`src/rtl/uart_pkg.sv`:
```
// Shared types and helpers for the UART command parser.
package uart_pkg;

  typedef enum logic [2:0] {
    IDLE,
    GET_CMD,
    GET_LEN,
    GET_PAY,
    GET_CHK,
    HOLD
  } parser_state_e;

  localparam logic [7:0] SYNC_BYTE_DEF = 8'hAA;

  // One UART character (start + 8 data + stop) in clk cycles.
  function automatic int unsigned byte_time(input int unsigned clks_per_bit);
    return 10 * clks_per_bit;
  endfunction

endpackage

```
`src/rtl/uart_byte_timer.sv`:
```
// Reloadable down-counter; o_expired marks the last idle cycle of the window.
module uart_byte_timer #(
  parameter int unsigned CYCLES = 8680
) (
  input  logic clk,
  input  logic rst,
  input  logic i_run,
  input  logic i_kick,
  output logic o_expired
);

  localparam int TW = $clog2(CYCLES) + 1;
  localparam logic [TW-1:0] LOAD = TW'(CYCLES);

  logic [TW-1:0] cnt_q;

  // Reload while idle or on any byte; otherwise count down and park at zero.
  always_ff @(posedge clk) begin
    if (rst || !i_run || i_kick) cnt_q <= LOAD;
    else if (cnt_q != '0)        cnt_q <= cnt_q - TW'(1);
  end

  // The cycle that sees 1 left is the CYCLES-th cycle without a byte.
  assign o_expired = i_run && !i_kick && (cnt_q == TW'(1));

endmodule

```
`src/rtl/uart_cmd_parser.sv`:
```
// Frames SYNC/CMD/LEN/PAYLOAD/CHK byte stream into commands with valid/ready output.
module uart_cmd_parser import uart_pkg::*; #(
  parameter int unsigned CLKS_PER_BIT  = 217,
  parameter int unsigned MAX_LEN       = 8,
  parameter logic [7:0]  SYNC_BYTE     = SYNC_BYTE_DEF,
  parameter int unsigned TIMEOUT_BYTES = 4,
  localparam int         LW            = $clog2(MAX_LEN + 1)
) (
  input  logic                 clk,
  input  logic                 rst,
  input  logic                 i_RX_DV,
  input  logic [7:0]           i_RX_Byte,
  input  logic                 i_cmd_ready,
  output logic                 o_cmd_valid,
  output logic [7:0]           o_cmd_id,
  output logic [LW-1:0]        o_cmd_len,
  output logic [8*MAX_LEN-1:0] o_payload,
  output logic                 o_err_chk,
  output logic                 o_err_len,
  output logic                 o_err_timeout,
  output logic                 o_err_overrun
);

  localparam int          IW        = (MAX_LEN > 1) ? $clog2(MAX_LEN) : 1;
  localparam int unsigned TO_CYC    = TIMEOUT_BYTES * byte_time(CLKS_PER_BIT);
  localparam logic [7:0]  MAX_LEN_B = 8'(MAX_LEN);

  parser_state_e state_q, state_d;

  logic [MAX_LEN-1:0][7:0] payload_q;
  logic [7:0]              id_q, chk_q;
  logic [LW-1:0]           len_q;
  logic [IW-1:0]           idx_q;
  logic                    err_chk_q, err_len_q, err_tmo_q, err_ovr_q;

  logic clr, ld_id, ld_len, st_pay, xor_chk;
  logic e_chk, e_len, e_tmo, e_ovr;
  logic tmo, run, is_sync, pay_last;

  assign run      = (state_q == GET_CMD) || (state_q == GET_LEN) ||
                    (state_q == GET_PAY) || (state_q == GET_CHK);
  assign is_sync  = i_RX_DV && (i_RX_Byte == SYNC_BYTE);
  assign pay_last = (LW'(idx_q) == len_q - LW'(1));

  uart_byte_timer #(.CYCLES(TO_CYC)) u_timer (
    .clk       (clk),
    .rst       (rst),
    .i_run     (run),
    .i_kick    (i_RX_DV),
    .o_expired (tmo)
  );

  // State register.
  always_ff @(posedge clk) begin
    if (rst) state_q <= IDLE;
    else     state_q <= state_d;
  end

  // Next state and datapath/error strobes.
  always_comb begin
    state_d = state_q;
    clr     = 1'b0;
    ld_id   = 1'b0;
    ld_len  = 1'b0;
    st_pay  = 1'b0;
    xor_chk = 1'b0;
    e_chk   = 1'b0;
    e_len   = 1'b0;
    e_tmo   = 1'b0;
    e_ovr   = 1'b0;
    case (state_q)
      IDLE: if (is_sync) begin
        state_d = GET_CMD;
        clr     = 1'b1;
      end
      GET_CMD: if (i_RX_DV) begin
        ld_id   = 1'b1;
        state_d = GET_LEN;
      end
      GET_LEN: if (i_RX_DV) begin
        ld_len  = 1'b1;
        xor_chk = 1'b1;
        if (i_RX_Byte > MAX_LEN_B) begin
          e_len   = 1'b1;
          state_d = IDLE;
        end else if (i_RX_Byte == 8'd0) state_d = GET_CHK;
        else                              state_d = GET_PAY;
      end
      GET_PAY: if (i_RX_DV) begin
        st_pay  = 1'b1;
        xor_chk = 1'b1;
        if (pay_last) state_d = GET_CHK;
      end
      GET_CHK: if (i_RX_DV) begin
        if (i_RX_Byte == chk_q) state_d = HOLD;
        else begin
          e_chk   = 1'b1;
          state_d = IDLE;
        end
      end
      HOLD: begin
        // A byte coinciding with the handshake is treated as if already idle.
        if (i_cmd_ready) begin
          state_d = IDLE;
          if (is_sync) begin
            state_d = GET_CMD;
            clr     = 1'b1;
          end
        end else if (i_RX_DV) e_ovr = 1'b1;
      end
      default: state_d = IDLE;
    endcase
    // Only fires on a cycle without DV, so no other strobe can be active.
    if (tmo) begin
      state_d = IDLE;
      e_tmo   = 1'b1;
    end
  end

  // Command buffer, checksum accumulator and registered error pulses.
  always_ff @(posedge clk) begin
    if (rst) begin
      payload_q <= '0;
      id_q      <= '0;
      len_q     <= '0;
      chk_q     <= '0;
      idx_q     <= '0;
      err_chk_q <= 1'b0;
      err_len_q <= 1'b0;
      err_tmo_q <= 1'b0;
      err_ovr_q <= 1'b0;
    end else begin
      err_chk_q <= e_chk;
      err_len_q <= e_len;
      err_tmo_q <= e_tmo;
      err_ovr_q <= e_ovr;
      if (clr) begin
        payload_q <= '0;
        chk_q     <= '0;
        idx_q     <= '0;
      end
      if (ld_id) begin
        id_q  <= i_RX_Byte;
        chk_q <= i_RX_Byte;
      end
      if (ld_len)  len_q <= LW'(i_RX_Byte);
      if (xor_chk) chk_q <= chk_q ^ i_RX_Byte;
      if (st_pay) begin
        payload_q[idx_q] <= i_RX_Byte;
        idx_q            <= idx_q + IW'(1);
      end
    end
  end

  assign o_cmd_valid   = (state_q == HOLD);
  assign o_cmd_id      = id_q;
  assign o_cmd_len     = len_q;
  assign o_payload     = payload_q;
  assign o_err_chk     = err_chk_q;
  assign o_err_len     = err_len_q;
  assign o_err_timeout = err_tmo_q;
  assign o_err_overrun = err_ovr_q;

endmodule

```
`config.mk`:
```
export PLATFORM = sky130hd
export DESIGN_NAME = uart_cmd_parser
export DESIGN_NICKNAME = d
export VERILOG_FILES = /design/src/rtl/uart_pkg.sv /design/src/rtl/uart_byte_timer.sv /design/src/rtl/uart_cmd_parser.sv
export SDC_FILE = /design/constraint.sdc
export NUM_CORES = 1
export LEC_CHECK = 0
export BUFFER_PORTS_ARGS = -buffer_cell sky130_fd_sc_hd__buf_2
export CAP_MARGIN = 20
export CELL_PAD_IN_SITES_DETAIL_PLACEMENT = 0
export CELL_PAD_IN_SITES_GLOBAL_PLACEMENT = 1
export CORE_ASPECT_RATIO = 0.75
export CORE_MARGIN = 1
export CORE_UTILIZATION = 30
export DETAILED_ROUTE_END_ITERATION = 16
export PLACE_DENSITY_LB_ADDON = 0.1
export RECOVER_POWER = 50
export SLEW_MARGIN = 20
export SYNTH_ARGS = -nofsm -noshare
export SYNTH_HDL_FRONTEND = slang
export SYNTH_HIERARCHICAL = 1
export SYNTH_SLANG_ARGS = --single-unit
```
`constraint.sdc`:
```
create_clock -name clk -period 4.4 [get_ports clk]
set_input_delay 0.22 -clock clk [delete_from_list [all_inputs] [get_ports clk]]
set_output_delay 0.22 -clock clk [all_outputs]
set_load 0.005 [all_outputs]
```
==> impl_metrics.csv, run 1 <==
group,metric,value,unit
timing,max_freq,328,MHz
detailed_routing,drt_iter0_markers,301,
detailed_routing,dr_wl_met3,1020,um
global_routing,grt_antenna_before_repair,0,
cts,clockRootBuffer,"clkbuf_16",
global_routing,track_usage,0.184,
floorplan,start_util,0.310,
cts,clockBufferDepth,2,
layout,mostFrequentLayoutCells,"110 x nand2_1, 109 x dfxtp_1, 64 x nor2_1",
timing,drv_slew,34,
setup_path,criticalPathCategory,"register to register",
timing,relSlewSlack,-0.262,
setup_path,cp_data_required_time,4.60,ns
floorplan,core,16100,sq um
layout,drive_gt1_frac,0.117,
global_routing,grt_max_degree,94,
power,seqPwrFrac,0.479,
floorplan,io_pins,93,
placement,place_congestion,0.763,
cts,insertion_delay,0.35,ns
min_path,min_path_type,"input pin to register",
cts,numCtsBuffers,9,
synthesis,synth_area_per_cell,8.18,sq um
layout,diodes,0,
layout,instances_no_fill,883,
power,clkPwrFrac,0.367,
global_routing,grt_pass1_wl,23900,um
placement,detailed_place_hpwl,9800,um
status,outcome,"complete, but fails checks",
floorplan,die_area,17200,sq um
cts,postCtsSetupBuffers,0,
synthesis,yosysSeqAreaShare,0.437,
detailed_routing,routed.top_layer,"met4",
power,switching_share,0.297,
setup_path,cp-start-kind,"register",
layout,finish.instance_area,5710,sq um
power,p_switching,0.677,mW
synthesis,synth_area,4990,sq um
placement,dpl_cell_area,5470,sq um
timing,worst_pin_slew,1.89,ns
power,comb_power_share,0.154,
setup_path,end_kind,"register",
detailed_routing,drc,0,
timing,fin_tns_setup,0,ns
setup_path,arrival,3.25,ns
layout,nets,684,
cts,cts_tree,"yes",
timing,fin_skew,0.00551,ns
detailed_routing,met1_length,7530,um
placement,place_inst,867,
floorplan,die_x,151,um
cts,ctsResizeCount,0,
timing,period_minus_slack,3.05,ns
synthesis,ys.flop_type,"dfxtp_1",
detailed_routing,vias_per_cell,5.25,
synthesis,ys_async_sr_fraction,0,
cts,path_clk_slew,0.07,ns
power,internal-power,1.60,mW
synthesis,netlist_instances,610,
detailed_routing,vias,4632,
layout,area_delta_synth_final,14.5,%
floorplan,rows,40,
global_routing,grt.overflow.total,0,
power,power.leakage,2.12,nW
layout,final_common_cell,"nand2_1",
detailed_routing,wl_met2,6690,um
synthesis,yosysWarnings,6,
timing,setup_viol,0,
power,powerDensity,399,nW/um^2
timing,hold_violations,0,
run,maxCapViolations,1,
setup_path,crit_fanout,33,
detailed_routing,ant_nets,0,
timing,post-route-period-util,0.693,
synthesis,synth_edf_count,0,
synthesis,ys_seq_elements,109,
synthesis,synthesis.nets,626,
cts,htree_levels,3,
global_routing,grt_pass1_vias,4370,
synthesis,yosysUniqueCellTypes,66,
cts,cts.sinks,109,
placement,port_buffers,92,
detailed_routing,dr.pass1.iters,5,
floorplan,die_y,114,um
detailed_routing,wl,15400,um
status,violations,"max-capacitance violations, max-slew violations",
cts,holdBufCountCts,0,
power,peakVddDrop,0.180,mV
timing,rsz0062_at_grt,"false",
timing,holdWs,0.0770,ns
detailed_routing,wl_per_cell,17.4,um
-- state kept, by name, indices dropped and copies added (netlist names) --
name and cells:
o_cmd_id 8, idx_q 3, o_cmd_len 4, u_timer/cnt_q 15
o_err_timeout 1, o_err_overrun 1, o_payload 64, o_err_len 1
state_q 3, chk_q 8, o_err_chk 1
-- final cells by class --
| cell class | instances | area [sq um] |
|---|---|---|
| Multi-Input combinational cell | 447 | 2530 |
| Timing Repair Buffer | 93 | 413 |
| Clock inverter | 7 | 73.8 |
| Sequential cell | 109 | 2180 |
| Clock buffer | 9 | 225 |
| Inverter | 8 | 30.0 |
| Tap cell | 210 | 263 |
| Fill cell | 1725 | 10400 |
-- metrics by stage --
| step | utilization | total power [mW] | setup slack [ns] |
|---|---|---|---|
| 2_1_floorplan | - | 1.36 | 2.49 |
| 3_3_place_gp | 0.339 | 1.46 | 1.97 |
| 3_5_place_dp | 0.339 | 1.47 | 1.92 |
| 4_1_cts | 0.358 | 2.31 | 1.92 |
| 5_1_grt | 0.355 | 2.40 | 1.07 |
| 6_report | 0.355 | 2.28 | 1.35 |
-- worst max-delay path, cell delays in order, from the launching register on --
cell       delay [ns]
dfxtp_1          0.46
or2_2            0.34
a21oi_1          0.30
and2_0           1.45
a2bb2oi_1        0.27
nor2_1           0.05
-- Yosys cell counts (all sizes together) (2+ instances only) --
master / number / share of area
nand2: 111 / 0.084
dfxtp: 109 / 0.44
nor2: 64 / 0.048
a21oi: 63 / 0.063
nand3: 41 / 0.041
a2bb2oi: 32 / 0.056
clkbuf: 32 / 0.024
o21ai: 23 / 0.023
buf: 14 / 0.026
nor4: 9 / 0.017
xnor2: 9 / 0.016
inv: 8 / 0.0060
nand4: 8 / 0.010
nor2b: 6 / 0.0075
nor3: 6 / 0.010
xor2: 6 / 0.011
and2: 5 / 0.0068
and3: 4 / 0.0050
ha: 4 / 0.010
mux2i: 4 / 0.0080
nand3b: 4 / 0.0060
or3: 4 / 0.0050
a2111oi: 3 / 0.010
nand2b: 3 / 0.0038
nor3b: 3 / 0.0045
o31ai: 3 / 0.0045
a211oi: 2 / 0.0030
a31oi: 2 / 0.0025
o2111ai: 2 / 0.0035
or2: 2 / 0.0025
or3b: 2 / 0.0035
or4b: 2 / 0.0040
-- power groups by stage --
stage | Clock [mW] | Combinational (mW) | Sequential, mW
after global routing | 0.904 | 0.395 | 1.10
after detailed placement | 0 | 0.352 | 1.11
after CTS | 0.868 | 0.353 | 1.09
after global placement | 0 | 0.348 | 1.11
final | 0.837 | 0.352 | 1.09
after floorplan | 0 | 0.282 | 1.08
-- cell families after synthesis --
group,after synthesis,share of synthesized area
flip-flops,109,0.437
multiplexers,4,0.00802
XOR/XNOR,15,0.0263
buffers and inverters,54,0.0562
AO/OA/AOI/OAI,143,0.188
adder cells (fa/ha/maj),5,0.0120
AND/OR/NAND/NOR,280,0.272
-- final timing paths --
| kind | cells after the start | startpoint | slack (ns) | endpoint |
|---|---|---|---|---|
| worst max-delay path | 5 | state_q[2] | 1.35 | o_payload[55] |
| worst min-delay path | 2 | i_cmd_ready | 0.08 | o_err_overrun |
| worst max register to register | 5 | state_q[2] | 1.35 | o_payload[55] |
| worst min register to register | 2 | o_cmd_id[0] | 0.46 | o_cmd_id[0] |
-- layer usage --
metal  vias up  global-route usage
met3         7              0.0512
met5         -                   0
met4         0              0.0480
li1       2251                   -
met1      2239               0.247
met2       135               0.289
Note: power is estimated with default switching activity, not from simulation.
==> run 2: changes to the inputs <==
==> constraint.sdc (replaced) <==
create_clock -name clk -period 3.01 [get_ports clk]
set_input_delay 0.1505 -clock clk [delete_from_list [all_inputs] [get_ports clk]]
set_output_delay 0.1505 -clock clk [all_outputs]
set_load 0.005 [all_outputs]
==> run 2 against run 1 <==
Against the previous run:
- critical path type unchanged
- cell area increased by 1.0%
- clock-buffer cell count increased by 2
- die area unchanged
- register-to-register slack got worse by 0.69 ns
- setup slack got worse by 0.69 ns
- first-iteration DRC count increased by 16%
- sequential power increased by 46%
- the run now ends clean
- via count decreased by 1.7%
- total power increased by 47%
==> impl_metrics.csv, run 2 (synthesized netlist as in run 1, its figures left out) <==
group,metric,value,unit
layout,largest_register_ff_count,64,
timing,worst_pin_slew,1.04,ns
run,maxCapViolations,0,
power,switching_share,0.289,
setup_path,regToRegStartpoint,"state_q[0]",
setup_path,criticalPathCategory,"register to register",
global_routing,grt_max_degree,94,
timing,period_minus_slack,2.35,ns
cts,postCtsSetupBuffers,0,
cts,path_clk_slew,0.08,ns
placement,place_ws,0.651,ns
floorplan,die_y,114,um
timing,layout_setup_ws,0.660,ns
setup_path,r2r_cells,5,
placement,port_buffers,92,
power,powerDensity,582,nW/um^2
detailed_routing,vias_per_cell,5.12,
placement,place_congestion,0.774,
layout,finish.instance_area,5770,sq um
floorplan,io_pins,93,
detailed_routing,ant_nets,0,
cts,clockRootBuffer,"clkbuf_16",
detailed_routing,vias,4555,
setup_path,crit_family,"simple AND/OR/NAND/NOR gates",
setup_path,max_stage_delay,0.66,ns
power,power.leakage,2.13,nW
power,p_switching,0.971,mW
floorplan,die_x,151,um
setup_path,end_kind,"register",
min_path,min_path_type,"input pin to register",
cts,clockBufferDepth,2,
layout,diodes,0,
placement,place_inst,873,
setup_path,cp_data_required_time,3.21,ns
layout,drive_gt1_frac,0.118,
layout,instances_no_fill,890,
layout,area_delta_synth_final,15.7,%
cts,cts_tree,"yes",
setup_path,crit_buf_inv,0,
timing,post-route-period-util,0.781,
detailed_routing,dr.pass1.iters,5,
timing,rsz0062_at_grt,"false",
status,outcome,"completed",
layout,final_common_cell,"nand2_1",
timing,fin_skew,0.00724,ns
setup_path,cp-start-kind,"register",
detailed_routing,drc,0,
floorplan,start_util,0.310,
layout,mostFrequentLayoutCells,"111 x nand2_1, 109 x dfxtp_1, 64 x nor2_1",
timing,drv_slew,0,
layout,nets,691,
power,clkPwrFrac,0.372,
setup_path,arrival,2.55,ns
power,seqPwrFrac,0.474,
placement,dpl_cell_area,5520,sq um
setup_path,startpoint,"state_q[0]",
setup_path,worstPathCellList,"and4b_1 -> or4b_1 -> nand2_1 -> a2bb2oi_1 -> nor2_1",
cts,htree_levels,3,
timing,relSlewSlack,0.308,
global_routing,grt_pass1_vias,4323,
detailed_routing,drt_iter0_markers,350,
setup_path,r2r-end,"o_payload[0]",
global_routing,grt.overflow.total,0,
cts,numCtsBuffers,9,
timing,setup_viol,0,
global_routing,grt_pass1_wl,23800,um
setup_path,cp_slowest_cell,"or4b_1",
power,peakVddDrop,0.235,mV
setup_path,r2r_setup_slack,0.66,ns
placement,detailed_place_hpwl,9700,um
timing,fin_tns_setup,0,ns
setup_path,crit_fanout,16,
detailed_routing,wl_per_cell,17.1,um
layout,post-route-util,0.358,
power,internal-power,2.39,mW
power,comb_power_share,0.153,
global_routing,track_usage,0.184,
floorplan,die_area,17200,sq um
global_routing,grt_antenna_before_repair,0,
min_path,hold_path_depth,3,
setup_path,worst-path-stages,5,
cts,insertion_delay,0.35,ns
floorplan,rows,40,
setup_path,endpoint,"o_payload[0]",
timing,hold_violations,0,
timing,max_freq,426,MHz
detailed_routing,wl,15200,um
floorplan,core,16100,sq um
cts,cts.sinks,109,
-- run 2: changes by cell type in the layout (fill, tap and decap cells not counted), moves of 2 or more --
cell / change
buf_4: +5
clkbuf_1: +7
clkbuf_8: +2
buf_2: -4
buf_1: -2
-- run 2: what timing repair did --
item                      in CTS  in global routing
hold endpoints to repair       1                  0
gates resized for setup        0                  0
hold buffers                   1                  0
-- run 2: power by group through the flow --
stage,combinational [mW],clock (mW),sequential [mW]
2_1_floorplan,0.412,0,1.58
3_3_place_gp,0.517,0,1.62
3_5_place_dp,0.521,0,1.63
4_1_cts,0.524,1.30,1.59
5_1_grt,0.585,1.36,1.61
6_report,0.515,1.25,1.59
-- run 2: tightest hold or removal path, cell delays in order --
cell and delay, ns:
buf_2 0.16, inv_1 0.11, nor4_1 0.06
-- run 2: area by class of cell --
cell class,instances,area (sq um)
tap,210,263
clock inverter,5,58.8
sequential,109,2180
fill,1722,10300
clock buffer,11,253
multi-input combinational,447,2530
inverter,8,30.0
timing repair buffer,100,459
-- run 2: how the worst min path moves through the flow --
stage,slack (ns),endpoint,from
after floorplan,0.23,o_err_overrun,i_cmd_ready
after global placement,0.37,o_err_overrun,i_cmd_ready
after detailed placement,0.37,o_err_overrun,i_cmd_ready
after CTS,0.16,o_err_overrun,i_RX_DV
after global routing,0.19,o_err_overrun,i_RX_DV
final,0.17,o_err_overrun,i_RX_DV
-- run 2: stage by stage --
step,hold slack (ns),power (mW)
finish,0.169,3.36
global route,0.192,3.55
CTS,0.157,3.42
detailed placement,0.370,2.15
global placement,0.370,2.14
floorplan,0.229,1.99
-- run 2: routing by layer --
metal | part of all wire | vias to the layer above | wire length (um) | track usage
met3 | 0.054 | 11 | 828 | 0.0496
met4 | 0.011 | 0 | 174 | 0.0533
met2 | 0.44 | 111 | 6660 | 0.282
li1 | - | 2262 | - | -
met1 | 0.50 | 2171 | 7550 | 0.253
met5 | 0 | - | 0 | 0
==> run 3: changes to the inputs <==
==> constraint.sdc (replaced) <==
create_clock -name clk -period 1.89 [get_ports clk]
set_input_delay 0.0945 -clock clk [delete_from_list [all_inputs] [get_ports clk]]
set_output_delay 0.0945 -clock clk [all_outputs]
set_load 0.005 [all_outputs]
==> run 3 against run 2 <==
Against the previous run:
- clock-buffer cell count fell by 2
- critical endpoint is now u_timer/cnt_q[3]
- clock power grew 72%
- fmax increased by 27%
- die area is the same
- largest cell class unchanged
- combinational power up 110%
- cell area grew 9.4%
- critical path type unchanged
- utilization rose by 3.4 points
- setup slack lost 0.62 ns
- total power grew 70%
==> impl_metrics.csv, run 3 (synthesized netlist as in run 1, its figures left out) <==
group,metric,value,unit
placement,detailed_place_hpwl,11000,um
global_routing,grt_antenna_before_repair,0,
timing,setup_viol,0,
global_routing,grt_pass1_vias,4467,
cts,path_clk_slew,0.08,ns
detailed_routing,dr.pass1.iters,4,
placement,place_inst,924,
setup_path,crit_fanout,5,
power,comb_power_share,0.193,
setup_path,cp_data_required_time,2.16,ns
layout,mostFrequentLayoutCells,"111 x nand2_1, 105 x dfxtp_1, 63 x a21oi_1",
setup_path,cp_slowest_cell,"or4_4",
timing,post-route-period-util,0.981,
setup_path,criticalPathCategory,"register to register",
power,peakVddDrop,0.408,mV
setup_path,worstPathCellList,"buf_4 -> or4_4 -> nor3_4 -> buf_6 -> a2111oi_2 -> mux2i_1",
timing,period_minus_slack,1.85,ns
layout,multiInputGateArea,2570,sq um
global_routing,grt_max_degree,61,
detailed_routing,wl,16000,um
power,seqPwrFrac,0.430,
detailed_routing,ant_nets,0,
setup_path,end_kind,"register",
layout,drive_gt1_frac,0.207,
cts,cts.sinks,109,
power,switching_share,0.291,
placement,place_congestion,0.850,
setup_path,r2r_cells,6,
timing,fin_skew,0.00792,ns
power,powerDensity,906,nW/um^2
cts,htree_levels,3,
layout,instances_no_fill,944,
min_path,min_path_type,"input pin to register",
floorplan,rows,40,
layout,nets,745,
timing,worst_pin_slew,0.667,ns
timing,relSlewSlack,0.555,
detailed_routing,vias_per_cell,5.05,
run,maxCapViolations,0,
setup_path,r2r_setup_slack,0.04,ns
timing,max_freq,539,MHz
floorplan,die_x,151,um
layout,fillers,1687,
floorplan,core,16100,sq um
global_routing,grt_pass1_wl,25300,um
setup_path,max_stage_delay,0.58,ns
placement,port_buffers,92,
global_routing,track_usage,0.194,
global_routing,grt.overflow.total,0,
layout,seqCellArea,2190,sq um
floorplan,die_y,114,um
layout,area_delta_synth_final,26.6,%
power,p_total,5.72,mW
setup_path,arrival,2.12,ns
power,p_switching,1.66,mW
timing,drv_slew,0,
layout,diodes,0,
min_path,hold_path_depth,3,
power,internal-power,4.06,mW
setup_path,cp-start-kind,"register",
cts,numCtsBuffers,9,
floorplan,io_pins,93,
cts,clockBufferDepth,2,
layout,final_common_cell,"nand2_1",
power,clkPwrFrac,0.376,
cts,insertion_delay,0.36,ns
detailed_routing,vias,4770,
timing,hold_violations,0,
cts,cts_tree,"yes",
power,power.leakage,2.46,nW
detailed_routing,wl_per_cell,17.0,um
layout,largest_register_ff_count,64,
detailed_routing,drc,0,
detailed_routing,drt_iter0_markers,254,
layout,post-route-util,0.392,
status,outcome,"completed",
cts,clockRootBuffer,"clkbuf_16",
timing,rsz0062_at_grt,"true",
floorplan,die_area,17200,sq um
floorplan,start_util,0.310,
==> run 3: power groups by stage <==
stage / clock network [mW] / registers, mW / logic [mW]
5_1_grt: 2.31 / 2.48 / 1.23
2_1_floorplan: 0 / 2.52 / 0.658
6_report: 2.15 / 2.46 / 1.10
4_1_cts: 2.22 / 2.46 / 1.09
3_5_place_dp: 0 / 2.52 / 1.09
3_3_place_gp: 0 / 2.51 / 1.09
==> run 3: path summary, 6_finish.rpt <==
kind / start / end
worst max-delay path: u_timer/cnt_q[3] / u_timer/cnt_q[3]
worst min-delay path: rst / state_q[2]
worst max register to register: u_timer/cnt_q[3] / u_timer/cnt_q[3]
worst min register to register: o_cmd_id[4] / o_cmd_id[4]
==> run 3: stage by stage <==
stage	setup WS [ns]	hold WS, ns	setup TNS [ns]	area, sq um
after detailed placement	0.0246	0.324	0	5940
after floorplan	0.0258	0.173	0	4990
final	0.0357	0.114	0	6320
after CTS	0.00724	0.103	0	6280
after global routing	-0.0424	0.139	-0.0581	6320
after global placement	0.0567	0.328	0	5940
==> run 3: layer usage <==
layer / routed length, um / GRT usage / vias to the layer above
li1: - / - / 2362
met1: 8280 / 0.285 / 2272
met5: 0 / 0 / -
met3: 800 / 0.0384 / 15
met2: 6790 / 0.289 / 121
met4: 167 / 0.0453 / 0
==> run 3: layout make-up <==
type / instances / share of cell area
clock inverter: 7 / 0.0168
tap: 210 / 0.0416
sequential: 109 / 0.346
inverter: 8 / 0.00475
timing repair buffer: 154 / 0.147
clock buffer: 9 / 0.0357
multi-input combinational: 447 / 0.407
==> run 3: worst max-delay path, delay by kind of cell, from the launching register on <==
kind	cells	cell delay (ns)
compound gates	1	0.06
flops	1	0.34
simple gates	2	0.89
buf+inv	2	0.30
mux	1	0.18
==> run 3: repair_timing <==
action,in CTS,in global routing
hold buffers,1,0
endpoints found under the hold margin,1,0
endpoints found under the setup margin,0,55
resized for setup,0,18
setup buffers,0,3
